`config.mk`:
```
export PLATFORM = sky130hd
export DESIGN_NAME = load_store_unit
export DESIGN_NICKNAME = d
export VERILOG_FILES = /design/src/rtl/lsu_pkg.sv /design/src/rtl/lsu_align_check.sv /design/src/rtl/load_store_unit.sv
export SDC_FILE = /design/constraint.sdc
export NUM_CORES = 1
export LEC_CHECK = 0
export ABC_AREA = 1
export BUFFER_PORTS_ARGS = -buffer_cell sky130_fd_sc_hd__buf_2
export CAP_MARGIN = 20
export CORE_ASPECT_RATIO = 0.75
export CORE_MARGIN = 2
export CORE_UTILIZATION = 48
export CTS_BUF_LIST = sky130_fd_sc_hd__clkbuf_2
export CTS_CLUSTER_DIAMETER = 80
export DETAILED_ROUTE_END_ITERATION = 12
export MAX_ROUTING_LAYER = met4
export PLACE_DENSITY = 0.8
export SETUP_SLACK_MARGIN = 0.1
export SYNTH_ARGS = -nofsm -noshare
export SYNTH_HDL_FRONTEND = slang
export SYNTH_SLANG_ARGS = --single-unit
```
`constraint.sdc`:
```
create_clock -name clk -period 1.88 [get_ports clk]
set_input_delay 0.094 -clock clk [delete_from_list [all_inputs] [get_ports clk]]
set_output_delay 0.094 -clock clk [all_outputs]
set_load 0.03 [all_outputs]
```
`src/rtl/lsu_pkg.sv`:
```
// Shared types and constants for the load/store unit: FSM states,
// RV32I load/store func3 encodings and the latched request control fields.
package lsu_pkg;

  typedef enum logic [2:0] {
    IDLE      = 3'd0,
    ISSUE     = 3'd1,
    WAIT_LOW  = 3'd2,
    WAIT_HIGH = 3'd3,
    RESP      = 3'd4
  } state_e;

  localparam logic [2:0] LB  = 3'b000;
  localparam logic [2:0] LH  = 3'b001;
  localparam logic [2:0] LW  = 3'b010;
  localparam logic [2:0] LBU = 3'b100;
  localparam logic [2:0] LHU = 3'b101;
  localparam logic [2:0] SB  = 3'b000;
  localparam logic [2:0] SH  = 3'b001;
  localparam logic [2:0] SW  = 3'b010;

  // Address and data are parameter-sized, so they are latched beside this struct.
  typedef struct packed {
    logic       write;
    logic [2:0] func3;
  } lsu_req_t;

  function automatic logic func3_legal(input logic write, input logic [2:0] func3);
    if (write) return func3 inside {SB, SH, SW};
    else       return func3 inside {LB, LH, LW, LBU, LHU};
  endfunction

endpackage

```
`src/rtl/lsu_align_check.sv`:
```
// Combinational misalignment detector for halfword/word accesses.
// Instantiated by load_store_unit only when LSU_MISALIGN_TRAP_EN is defined.
module lsu_align_check
  import lsu_pkg::*;
(
  input  logic [2:0] func3_i,
  input  logic [1:0] addr_i,
  output logic       misaligned_o
);

  // Store func3 values alias the load ones (SH==LH, SW==LW), so one decode serves both.
  always_comb begin
    // NOTE: default assignment first so no path leaves the output unassigned (no latch).
    misaligned_o = 1'b0;
    case (func3_i)
      LH, LHU: misaligned_o = addr_i[0];
      LW:      misaligned_o = (addr_i != 2'b00);
      default: misaligned_o = 1'b0;
    endcase
  end

endmodule

```
`src/rtl/load_store_unit.sv`:
```
// Load/store unit: accepts one request from execute, issues a single command
// to the data memory controller, waits for completion and returns a response.
// Optional alignment trap: define LSU_MISALIGN_TRAP_EN.
module load_store_unit
  import lsu_pkg::*;
#(
  parameter int ADDRESS_WIDTH  = 32,
  parameter int DATA_WIDTH     = 32,
  parameter int TIMEOUT_CYCLES = 64
) (
  input  logic                     clk,
  input  logic                     rstN,
  input  logic                     req_valid,
  output logic                     req_ready,
  input  logic                     req_write,
  input  logic [2:0]               req_func3,
  input  logic [ADDRESS_WIDTH-1:0] req_addr,
  input  logic [DATA_WIDTH-1:0]    req_wdata,
  output logic                     resp_valid,
  input  logic                     resp_ready,
  output logic [DATA_WIDTH-1:0]    resp_rdata,
  output logic                     resp_err,
  output logic                     mem_read_En,
  output logic                     mem_write_En,
  output logic [2:0]               mem_func3,
  output logic [ADDRESS_WIDTH-1:0] mem_address,
  output logic [DATA_WIDTH-1:0]    mem_data_in,
  input  logic [DATA_WIDTH-1:0]    mem_data_out,
  input  logic                     mem_ready,
  output logic                     busy
);

  localparam int CNT_W = $clog2(TIMEOUT_CYCLES) + 1;

  state_e                   state_q;
  lsu_req_t                 req_q;
  logic [ADDRESS_WIDTH-1:0] addr_q;
  logic [DATA_WIDTH-1:0]    wdata_q;
  logic [DATA_WIDTH-1:0]    rdata_q;
  logic                     err_q;
  logic [CNT_W-1:0]         cnt_q;

  logic                     misaligned;
  logic                     reject;
  logic [CNT_W-1:0]         cnt_d;
  logic                     timeout;

`ifdef LSU_MISALIGN_TRAP_EN
  lsu_align_check u_align_check (
    .func3_i      (req_func3),
    .addr_i       (req_addr[1:0]),
    .misaligned_o (misaligned)
  );
`else
  assign misaligned = 1'b0;
`endif

  assign reject  = !func3_legal(req_write, req_func3) || misaligned;
  assign cnt_d   = cnt_q + 1'b1;
  assign timeout = (cnt_d == CNT_W'(TIMEOUT_CYCLES));

  always_ff @(posedge clk) begin
    // NOTE: non-blocking assignments only, so every register sees pre-edge values.
    if (!rstN) begin
      state_q <= IDLE;
      req_q   <= '0;
      addr_q  <= '0;
      wdata_q <= '0;
      rdata_q <= '0;
      err_q   <= 1'b0;
      cnt_q   <= '0;
    end else begin
      unique case (state_q)
        IDLE: if (req_valid) begin
          req_q   <= '{write: req_write, func3: req_func3};
          addr_q  <= req_addr;
          wdata_q <= req_wdata;
          rdata_q <= '0;
          cnt_q   <= '0;
          err_q   <= reject;
          state_q <= reject ? RESP : ISSUE;
        end
        ISSUE: if (mem_ready) begin
          cnt_q   <= '0;
          state_q <= WAIT_LOW;
        end
        WAIT_LOW: begin
          cnt_q <= cnt_d;
          if (timeout) begin
            err_q   <= 1'b1;
            state_q <= RESP;
          end else if (!mem_ready) begin
            state_q <= WAIT_HIGH;
          end
        end
        WAIT_HIGH: begin
          cnt_q <= cnt_d;
          // A completion seen on the last allowed cycle still wins over the timeout.
          if (mem_ready) begin
            rdata_q <= req_q.write ? '0 : mem_data_out;
            state_q <= RESP;
          end else if (timeout) begin
            err_q   <= 1'b1;
            state_q <= RESP;
          end
        end
        RESP: if (resp_ready) begin
          rdata_q <= '0;
          err_q   <= 1'b0;
          state_q <= IDLE;
        end
        default: state_q <= IDLE;
      endcase
    end
  end

  // Command pulse is the ISSUE cycle in which the controller is ready; leaving
  // ISSUE on that same edge guarantees a single-cycle pulse.
  assign mem_read_En  = (state_q == ISSUE) && mem_ready && !req_q.write;
  assign mem_write_En = (state_q == ISSUE) && mem_ready &&  req_q.write;

  assign mem_func3   = req_q.func3;
  assign mem_address = addr_q;
  assign mem_data_in = wdata_q;

  assign req_ready  = (state_q == IDLE);
  assign busy       = (state_q != IDLE);
  assign resp_valid = (state_q == RESP);
  assign resp_rdata = rdata_q;
  assign resp_err   = err_q;

endmodule
```
==> results of run 1 <==
==> power breakdown <==
part	internal [mW]	switching [mW]	total, mW
clock	0.329	0.835	1.16
sequential	2.70	0.207	2.91
combinational	2.00	3.13	5.13
total	5.03	4.17	9.20
==> layer usage <==
layer  track usage  wire, µm  part of all wire
met5             -         0                 0
met4         0.141       738             0.044
met3        0.0741      1380             0.082
met2         0.508      8320              0.49
met1         0.366      6400              0.38
==> worst reg2reg max path: stages (launching register included) <==
cell and delay, ns:
sky130_fd_sc_hd__dfxtp_2 0.39, sky130_fd_sc_hd__or2_4 0.28, sky130_fd_sc_hd__nor2_8 0.15, sky130_fd_sc_hd__inv_2 0.06, sky130_fd_sc_hd__or2_4 0.25, sky130_fd_sc_hd__nand2_4 0.09, sky130_fd_sc_hd__a21oi_4 0.04, sky130_fd_sc_hd__buf_12 0.16
sky130_fd_sc_hd__clkinv_8 0.10, sky130_fd_sc_hd__nand2_1 0.07, sky130_fd_sc_hd__a21oi_1 0.20
==> cell families after synthesis <==
family | after synthesis | synth area share
simple gates | 277 | 0.278
flops | 111 | 0.510
compound gates | 119 | 0.140
fa+ha+maj | 1 | 0.00287
buf+inv | 65 | 0.0681
==> synth_stat cells <==
library cell	n	share of area
sky130_fd_sc_hd__nand2_1	139	0.12
sky130_fd_sc_hd__a21oi_1	111	0.13
sky130_fd_sc_hd__dfxtp_1	111	0.51
sky130_fd_sc_hd__nand3_1	111	0.13
sky130_fd_sc_hd__clkbuf_1	28	0.024
sky130_fd_sc_hd__nor2_1	20	0.017
sky130_fd_sc_hd__inv_1	17	0.015
sky130_fd_sc_hd__buf_4	6	0.010
sky130_fd_sc_hd__buf_2	5	0.0057
sky130_fd_sc_hd__o21ai_0	5	0.0057
sky130_fd_sc_hd__buf_1	3	0.0026
sky130_fd_sc_hd__buf_6	3	0.0078
sky130_fd_sc_hd__inv_2	2	0.0017
sky130_fd_sc_hd__a21oi_4	1	0.0037
sky130_fd_sc_hd__a31oi_1	1	0.0014
sky130_fd_sc_hd__clkinv_2	1	0.0011
sky130_fd_sc_hd__ha_1	1	0.0029
sky130_fd_sc_hd__nand2_2	1	0.0014
sky130_fd_sc_hd__nand3b_1	1	0.0017
sky130_fd_sc_hd__nor2_8	1	0.0046
sky130_fd_sc_hd__nor3_1	1	0.0011
sky130_fd_sc_hd__o21bai_1	1	0.0017
sky130_fd_sc_hd__or2_1	1	0.0014
sky130_fd_sc_hd__or2_2	1	0.0014
sky130_fd_sc_hd__or2_4	1	0.0020
==> sequential cells by signal, indices dropped and copies added, names as in the netlist <==
| name | cells |
|---|---|
| resp_err | 1 |
| mem_data_in | 32 |
| req_q | 1 |
| mem_func3 | 3 |
| mem_address | 32 |
| state_q | 3 |
| cnt_q | 7 |
| resp_rdata | 32 |
==> final cells by class <==
class	instances	share of cell area
flip-flops and latches	111	0.309
inverters	20	0.0140
clock buffers	9	0.00624
clock inverters	7	0.0111
well taps	112	0.0194
multi-input cells	397	0.288
repair buffers	345	0.350
repair inverters	1	0.00225
==> through the flow <==
stage	power [mW]	hold WS, ns	worst slack, ns	util	instances
final	9.20	0.251	0.0491	0.808	1002
after global routing	9.61	0.203	-0.000893	0.808	1002
after CTS	8.25	0.212	0.0915	0.762	990
after floorplan	5.49	0.215	0.222	-	573
after detailed placement	6.25	0.369	-0.0214	0.609	859
after global placement	6.16	0.364	0.143	0.609	859
==> repair_timing <==
| action | in CTS | in global routing |
|---|---|---|
| cloned | 2 | 4 |
| hold buffers | 105 | 0 |
| gates resized for setup | 19 | 73 |
| hold endpoints to repair | 104 | 0 |
| buffers inserted | 8 | 8 |
| pin swaps | 5 | 15 |
| endpoints found under the setup margin | 42 | 41 |
==> final timing paths <==
path,from,end,slack (ns)
worst max-delay path,state_q[1]$_SDFFE_PN0P_,resp_rdata[23]$_SDFFE_PN0P_,0.05
worst min-delay path,mem_data_out[13],resp_rdata[13]$_SDFFE_PN0P_,0.25
worst max register to register,state_q[1]$_SDFFE_PN0P_,resp_rdata[23]$_SDFFE_PN0P_,0.05
worst min register to register,mem_address[25]$_SDFFE_PN0P_,mem_address[25]$_SDFFE_PN0P_,0.48
==> impl_metrics.prom, run 1 <==
# TYPE chip_impl_metric gauge
chip_impl_info{name="status",value="completed"} 1
chip_impl_info{name="worstSetupPathType",value="reg2reg"} 1
chip_impl_info{name="critical-path-top-delay-family",value="simple AND/OR/NAND/NOR gates"} 1
chip_impl_metric{name="clk-insertion-delay-late",unit="ns"} 0.60
chip_impl_metric{name="floorplan.die.width",unit="µm"} 114
chip_impl_metric{name="cts.sink_count",unit=""} 111
chip_impl_metric{name="syn_area",unit="µm²"} 4350
chip_impl_metric{name="clkSlewWorstSetupHoldPaths",unit="ns"} 0.33
chip_impl_metric{name="nFillCells",unit=""} 522
chip_impl_metric{name="post_dp_cell_area",unit="µm²"} 5440
chip_impl_metric{name="setup-violations-final",unit=""} 0
chip_impl_metric{name="clk_path_buf_depth",unit=""} 2
chip_impl_metric{name="design.die.area",unit="µm²"} 9860
chip_impl_metric{name="cp.buffers_inverters",unit=""} 3
chip_impl_info{name="worstHoldPathType",value="in2reg"} 1
chip_impl_metric{name="final_max_slew_viol_count",unit=""} 0
chip_impl_metric{name="timing.max_slew.rel_slack",unit=""} 0.557
chip_impl_info{name="cpMaxStageDelayCell",value="sky130_fd_sc_hd__dfxtp_2"} 1
chip_impl_metric{name="fmaxAchievable",unit="MHz"} 546
chip_impl_metric{name="final.period_utilization",unit=""} 0.974
chip_impl_metric{name="instance_count_on_the_critical_path",unit=""} 10
chip_impl_metric{name="share_of_layout_cells_above_drive_strength_1",unit=""} 0.364
chip_impl_metric{name="diodes",unit=""} 0
chip_impl_metric{name="remaining_drc_errors",unit=""} 0
chip_impl_metric{name="antenna_found_initial",unit=""} 0
chip_impl_metric{name="netlist_instances",unit=""} 573
chip_impl_metric{name="layout_min_cycle_time",unit="ns"} 1.83
chip_impl_metric{name="setup_tns",unit="ns"} 0
chip_impl_metric{name="synthesis.yosys.warnings",unit=""} 0
chip_impl_metric{name="postSynthAreaPerCell",unit="µm²"} 7.60
chip_impl_metric{name="globalRoute.totalOverflow",unit=""} 0
chip_impl_metric{name="synth.distinct_cells",unit=""} 25
chip_impl_metric{name="power_leakage",unit="nW"} 3.21
chip_impl_info{name="endpoint_kind",value="flop"} 1
chip_impl_metric{name="first_pass_iters",unit=""} 9
chip_impl_metric{name="post_drt_via_cell_ratio",unit=""} 5.53
chip_impl_metric{name="detailroute.via_count",unit=""} 5541
chip_impl_metric{name="grt_util_all_layers",unit=""} 0.310
chip_impl_metric{name="net_count_of_the_mapped_netlist",unit=""} 679
chip_impl_metric{name="numPortBuffers",unit=""} 209
chip_impl_metric{name="detail-route-antenna-nets",unit=""} 0
chip_impl_metric{name="cp_slowest_stage_delay",unit="ns"} 0.39
chip_impl_metric{name="crit_path_max_fanout",unit=""} 16
chip_impl_metric{name="finalHoldViolations",unit=""} 0
chip_impl_metric{name="ys_seq_area_frac",unit=""} 0.510
chip_impl_metric{name="data_arrival_time_of_the_critical_path",unit="ns"} 2.36
chip_impl_metric{name="r2r_cells",unit=""} 10
chip_impl_metric{name="globalplace.congestion",unit=""} 0.925
chip_impl_metric{name="timing.critical_path.required",unit="ns"} 2.41
chip_impl_metric{name="postLayoutCellArea",unit="µm²"} 7220
chip_impl_metric{name="ir_drop",unit="µV"} 647
chip_impl_metric{name="grt_max_degree",unit=""} 69
chip_impl_metric{name="grt_pass1_vias",unit=""} 5137
chip_impl_metric{name="top_level_ports",unit=""} 210
chip_impl_metric{name="place_hpwl",unit="µm"} 8350
chip_impl_info{name="final_cell_mix",value="204 x sky130_fd_sc_hd__buf_2, 131 x sky130_fd_sc_hd__nand2_1, 106 x sky130_fd_sc_hd__dfxtp_1"} 1
chip_impl_metric{name="skew",unit="ns"} 0.0342
chip_impl_metric{name="timing_worst_slew_pin_value",unit="ns"} 0.664
chip_impl_metric{name="finalNetCount",unit=""} 991
chip_impl_info{name="tritoncts",value="done"} 1
chip_impl_info{name="crit_path_start_kind",value="flop"} 1
chip_impl_metric{name="max-cap-violations",unit=""} 0
chip_impl_metric{name="die_height",unit="µm"} 86.5
chip_impl_metric{name="cts_htree_levels",unit=""} 3
chip_impl_info{name="mostFrequentLayoutCell",value="sky130_fd_sc_hd__buf_2"} 1
chip_impl_info{name="setup_repair_after_global_routing_missed_its_margin",value="yes"} 1
chip_impl_metric{name="route.final.wire_length",unit="µm"} 16900
chip_impl_metric{name="drt-initial-drc-count",unit=""} 448
chip_impl_metric{name="routed_wire_per_std_cell",unit="µm"} 16.8
chip_impl_metric{name="start_util",unit=""} 0.487
chip_impl_info{name="clock_tree.root_cell",value="sky130_fd_sc_hd__clkbuf_2"} 1
chip_impl_metric{name="final-seq-area",unit="µm²"} 2230
chip_impl_metric{name="cts_buffers",unit=""} 9
chip_impl_metric{name="postSynthRegisterBits",unit=""} 111
chip_impl_info{name="crit_path_cell_trace",value="or2_4 > nor2_8 > inv_2 > or2_4 > nand2_4 > a21oi_4 > buf_12 > clkinv_8 > nand2_1 > a21oi_1"} 1
chip_impl_info{name="critical-path-top-cell-by-count",value="sky130_fd_sc_hd__or2_4"} 1
chip_impl_metric{name="rows",unit=""} 30
chip_impl_metric{name="multi_input_combinational_cell_area",unit="µm²"} 2080
chip_impl_metric{name="syn_to_final_growth",unit="%"} 65.9
chip_impl_metric{name="grt_pass1_wl",unit="µm"} 23800
chip_impl_metric{name="worst_hold_path.num_cells",unit=""} 4
chip_impl_metric{name="power-per-cell-area",unit="nW/µm²"} 1270
chip_impl_metric{name="coreArea",unit="µm²"} 8930
Note: power is estimated with default switching activity, not from simulation.
==> run 2: changes to the inputs <==
- MAX_ROUTING_LAYER: met4 -> default
- SLEW_MARGIN: default -> 20
==> impl_metrics.prom, run 2 (synthesis gave the netlist of run 1 again) <==
# TYPE chip_impl_metric gauge
chip_impl_metric{name="grt_pass1_wl",unit="µm"} 23900
chip_impl_metric{name="timing_worst_slew_pin_value",unit="ns"} 0.660
chip_impl_metric{name="antenna_found_initial",unit=""} 0
chip_impl_info{name="hold_wc_startpoint",value="mem_data_out[14]"} 1
chip_impl_info{name="final_cell_mix",value="204 x sky130_fd_sc_hd__buf_2, 131 x sky130_fd_sc_hd__nand2_1, 106 x sky130_fd_sc_hd__dfxtp_1"} 1
chip_impl_metric{name="first_pass_iters",unit=""} 5
chip_impl_metric{name="final_max_slew_viol_count",unit=""} 0
chip_impl_metric{name="crit_path_max_fanout",unit=""} 8
chip_impl_metric{name="sequential_cell_fraction_of_total_power",unit=""} 0.316
chip_impl_info{name="worstReg2RegEnd",value="resp_rdata[3]$_SDFFE_PN0P_"} 1
chip_impl_metric{name="share_of_layout_cells_above_drive_strength_1",unit=""} 0.364
chip_impl_info{name="setup_repair_after_global_routing_missed_its_margin",value="yes"} 1
chip_impl_metric{name="max-cap-violations",unit=""} 0
chip_impl_metric{name="timing.critical_path.required",unit="ns"} 2.39
chip_impl_metric{name="setup-violations-final",unit=""} 0
chip_impl_info{name="worstSetupPathType",value="reg2reg"} 1
chip_impl_info{name="worstHoldPathType",value="in2reg"} 1
chip_impl_info{name="endpoint_kind",value="flop"} 1
chip_impl_metric{name="start_util",unit=""} 0.487
chip_impl_metric{name="detailroute.via_count",unit=""} 5548
chip_impl_metric{name="clk_path_buf_depth",unit=""} 2
chip_impl_metric{name="top_level_ports",unit=""} 210
chip_impl_metric{name="globalRoute.totalOverflow",unit=""} 0
chip_impl_metric{name="r2r_cells",unit=""} 10
chip_impl_metric{name="reg2reg_slack",unit="ns"} 0.06
chip_impl_metric{name="share_comb_of_total_power",unit=""} 0.558
chip_impl_metric{name="finalNetCount",unit=""} 991
chip_impl_info{name="clock_tree.root_cell",value="sky130_fd_sc_hd__clkbuf_2"} 1
chip_impl_metric{name="final_core_utilization",unit=""} 0.810
chip_impl_metric{name="clkSlewWorstSetupHoldPaths",unit="ns"} 0.33
chip_impl_metric{name="finalHoldViolations",unit=""} 0
chip_impl_metric{name="diodes",unit=""} 0
chip_impl_metric{name="syn_to_final_growth",unit="%"} 66.1
chip_impl_metric{name="layout_min_cycle_time",unit="ns"} 1.82
chip_impl_metric{name="rows",unit=""} 30
chip_impl_metric{name="cts.sink_count",unit=""} 111
chip_impl_metric{name="power_leakage",unit="nW"} 3.21
chip_impl_metric{name="numPortBuffers",unit=""} 209
chip_impl_metric{name="route.final.wire_length",unit="µm"} 17100
chip_impl_metric{name="cts_htree_levels",unit=""} 3
chip_impl_metric{name="remaining_drc_errors",unit=""} 0
chip_impl_metric{name="grt_util_all_layers",unit=""} 0.302
chip_impl_metric{name="worst_hold_path.num_cells",unit=""} 4
chip_impl_metric{name="post_drt_via_cell_ratio",unit=""} 5.54
chip_impl_metric{name="power-per-cell-area",unit="nW/µm²"} 1270
chip_impl_metric{name="final.period_utilization",unit=""} 0.968
chip_impl_metric{name="cts_buffers",unit=""} 9
chip_impl_metric{name="data_arrival_time_of_the_critical_path",unit="ns"} 2.33
chip_impl_info{name="status",value="completed"} 1
chip_impl_metric{name="netSwitchingPower",unit="mW"} 4.17
chip_impl_metric{name="skew",unit="ns"} 0.0304
chip_impl_metric{name="place_hpwl",unit="µm"} 8350
chip_impl_metric{name="clock_network_fraction_of_design_power",unit=""} 0.126
chip_impl_metric{name="globalplace.congestion",unit=""} 0.909
chip_impl_metric{name="cp_slowest_stage_delay",unit="ns"} 0.39
chip_impl_metric{name="design.die.area",unit="µm²"} 9860
chip_impl_metric{name="grt_pass1_vias",unit=""} 5118
chip_impl_info{name="mostFrequentLayoutCell",value="sky130_fd_sc_hd__buf_2"} 1
chip_impl_metric{name="coreArea",unit="µm²"} 8930
chip_impl_metric{name="die_height",unit="µm"} 86.5
chip_impl_info{name="crit_path_start_kind",value="flop"} 1
chip_impl_metric{name="drt-initial-drc-count",unit=""} 374
chip_impl_metric{name="floorplan.die.width",unit="µm"} 114
chip_impl_metric{name="setup_tns",unit="ns"} 0
chip_impl_metric{name="cell_internal_pwr",unit="mW"} 5.04
chip_impl_metric{name="grt_max_degree",unit=""} 69
chip_impl_info{name="crit_path_cell_trace",value="or2_4 > nor2_8 > inv_2 > or2_4 > nand2_4 > a21oi_4 > buf_12 > clkbuf_16 > nand3_2 > a21oi_2"} 1
chip_impl_metric{name="detail-route-antenna-nets",unit=""} 0
chip_impl_info{name="worst_r2r_startpoint",value="state_q[1]$_SDFFE_PN0P_"} 1
chip_impl_metric{name="fin_worst_hold_slack",unit="ns"} 0.250
chip_impl_metric{name="power.switching_fraction",unit=""} 0.453
chip_impl_metric{name="timing.max_slew.rel_slack",unit=""} 0.560
chip_impl_info{name="critical-path-top-cell-by-count",value="sky130_fd_sc_hd__or2_4"} 1
chip_impl_metric{name="clk-insertion-delay-late",unit="ns"} 0.59
chip_impl_info{name="hold_path_end",value="resp_rdata[14]$_SDFFE_PN0P_"} 1
chip_impl_metric{name="fmaxAchievable",unit="MHz"} 550
chip_impl_metric{name="ir_drop",unit="µV"} 650
chip_impl_info{name="cpMaxStageDelayCell",value="sky130_fd_sc_hd__dfxtp_2"} 1
chip_impl_metric{name="routed_wire_per_std_cell",unit="µm"} 17.0
chip_impl_info{name="tritoncts",value="done"} 1
[run 2: cell counts in the layout (fill, tap and decap cells not counted)]
No cell type changed its count.
[run 2: repair_timing]
item                                   4_1_cts  5_1_grt
gates resized for setup                     19       75
pin swaps                                    5       15
setup endpoints to repair                   42       41
endpoints found under the hold margin      104        0
cloned                                       2        4
buffers inserted                             8        8
hold buffers                               105        0
[run 2: power groups by stage]
stage | logic, mW | clock network [mW] | registers (mW)
2_1_floorplan | 2.05 | 0 | 3.44
3_5_place_dp | 3.34 | 0 | 2.91
6_report | 5.14 | 1.16 | 2.91
4_1_cts | 4.19 | 1.19 | 2.88
5_1_grt | 5.45 | 1.26 | 2.94
3_3_place_gp | 3.26 | 0 | 2.90
[run 2: layout make-up]
cell class,instances,area [µm²]
multi-input combinational,397,2090
tap,112,140
fill,520,1700
timing repair buffer,345,2530
clock buffer,9,45.0
sequential,111,2230
inverter,20,101
clock inverter,7,80.1
timing repair inverter,1,16.3
[run 2: worst max-delay path by stage]
stage / startpoint / endpoint
3_3_place_gp: state_q[1]$_SDFFE_PN0P_ / resp_rdata[13]$_SDFFE_PN0P_
3_5_place_dp: state_q[2]$_SDFFE_PN0P_ / resp_rdata[24]$_SDFFE_PN0P_
5_1_grt: cnt_q[0]$_SDFFE_PN0P_ / state_q[0]$_SDFFE_PN0P_
2_1_floorplan: state_q[1]$_SDFFE_PN0P_ / resp_rdata[10]$_SDFFE_PN0P_
6_report: state_q[1]$_SDFFE_PN0P_ / resp_rdata[3]$_SDFFE_PN0P_
4_1_cts: state_q[0]$_SDFFE_PN0P_ / req_ready
[run 2: metal layers]
metal | share of wire | up-vias | wire length, µm | GRT usage
met5 | 0 | - | 0 | 0
met4 | 0.054 | 0 | 914 | 0.141
met3 | 0.081 | 90 | 1390 | 0.0902
met2 | 0.49 | 341 | 8430 | 0.510
met1 | 0.37 | 2586 | 6340 | 0.355
li1 | - | 2531 | - | -
[run 2: worst max-delay path, delay by kind of cell (launching register included)]
family / cells / cell delay [ns]
DFF: 1 / 0.39
buffers and inverters: 3 / 0.41
AOI/OAI and AO/OA: 2 / 0.10
and+or+nand+nor: 5 / 0.83
[run 2: metrics by stage]
step           cells  setup WS [ns]  power [mW]  cell area [µm²]
2_1_floorplan    573          0.222        5.49             4360
3_3_place_gp     859          0.143        6.16             5440
3_5_place_dp     859        -0.0214        6.25             5440
4_1_cts          990         0.0915        8.25             6800
5_1_grt         1002       -0.00867        9.66             7230
6_report        1002         0.0603        9.21             7230
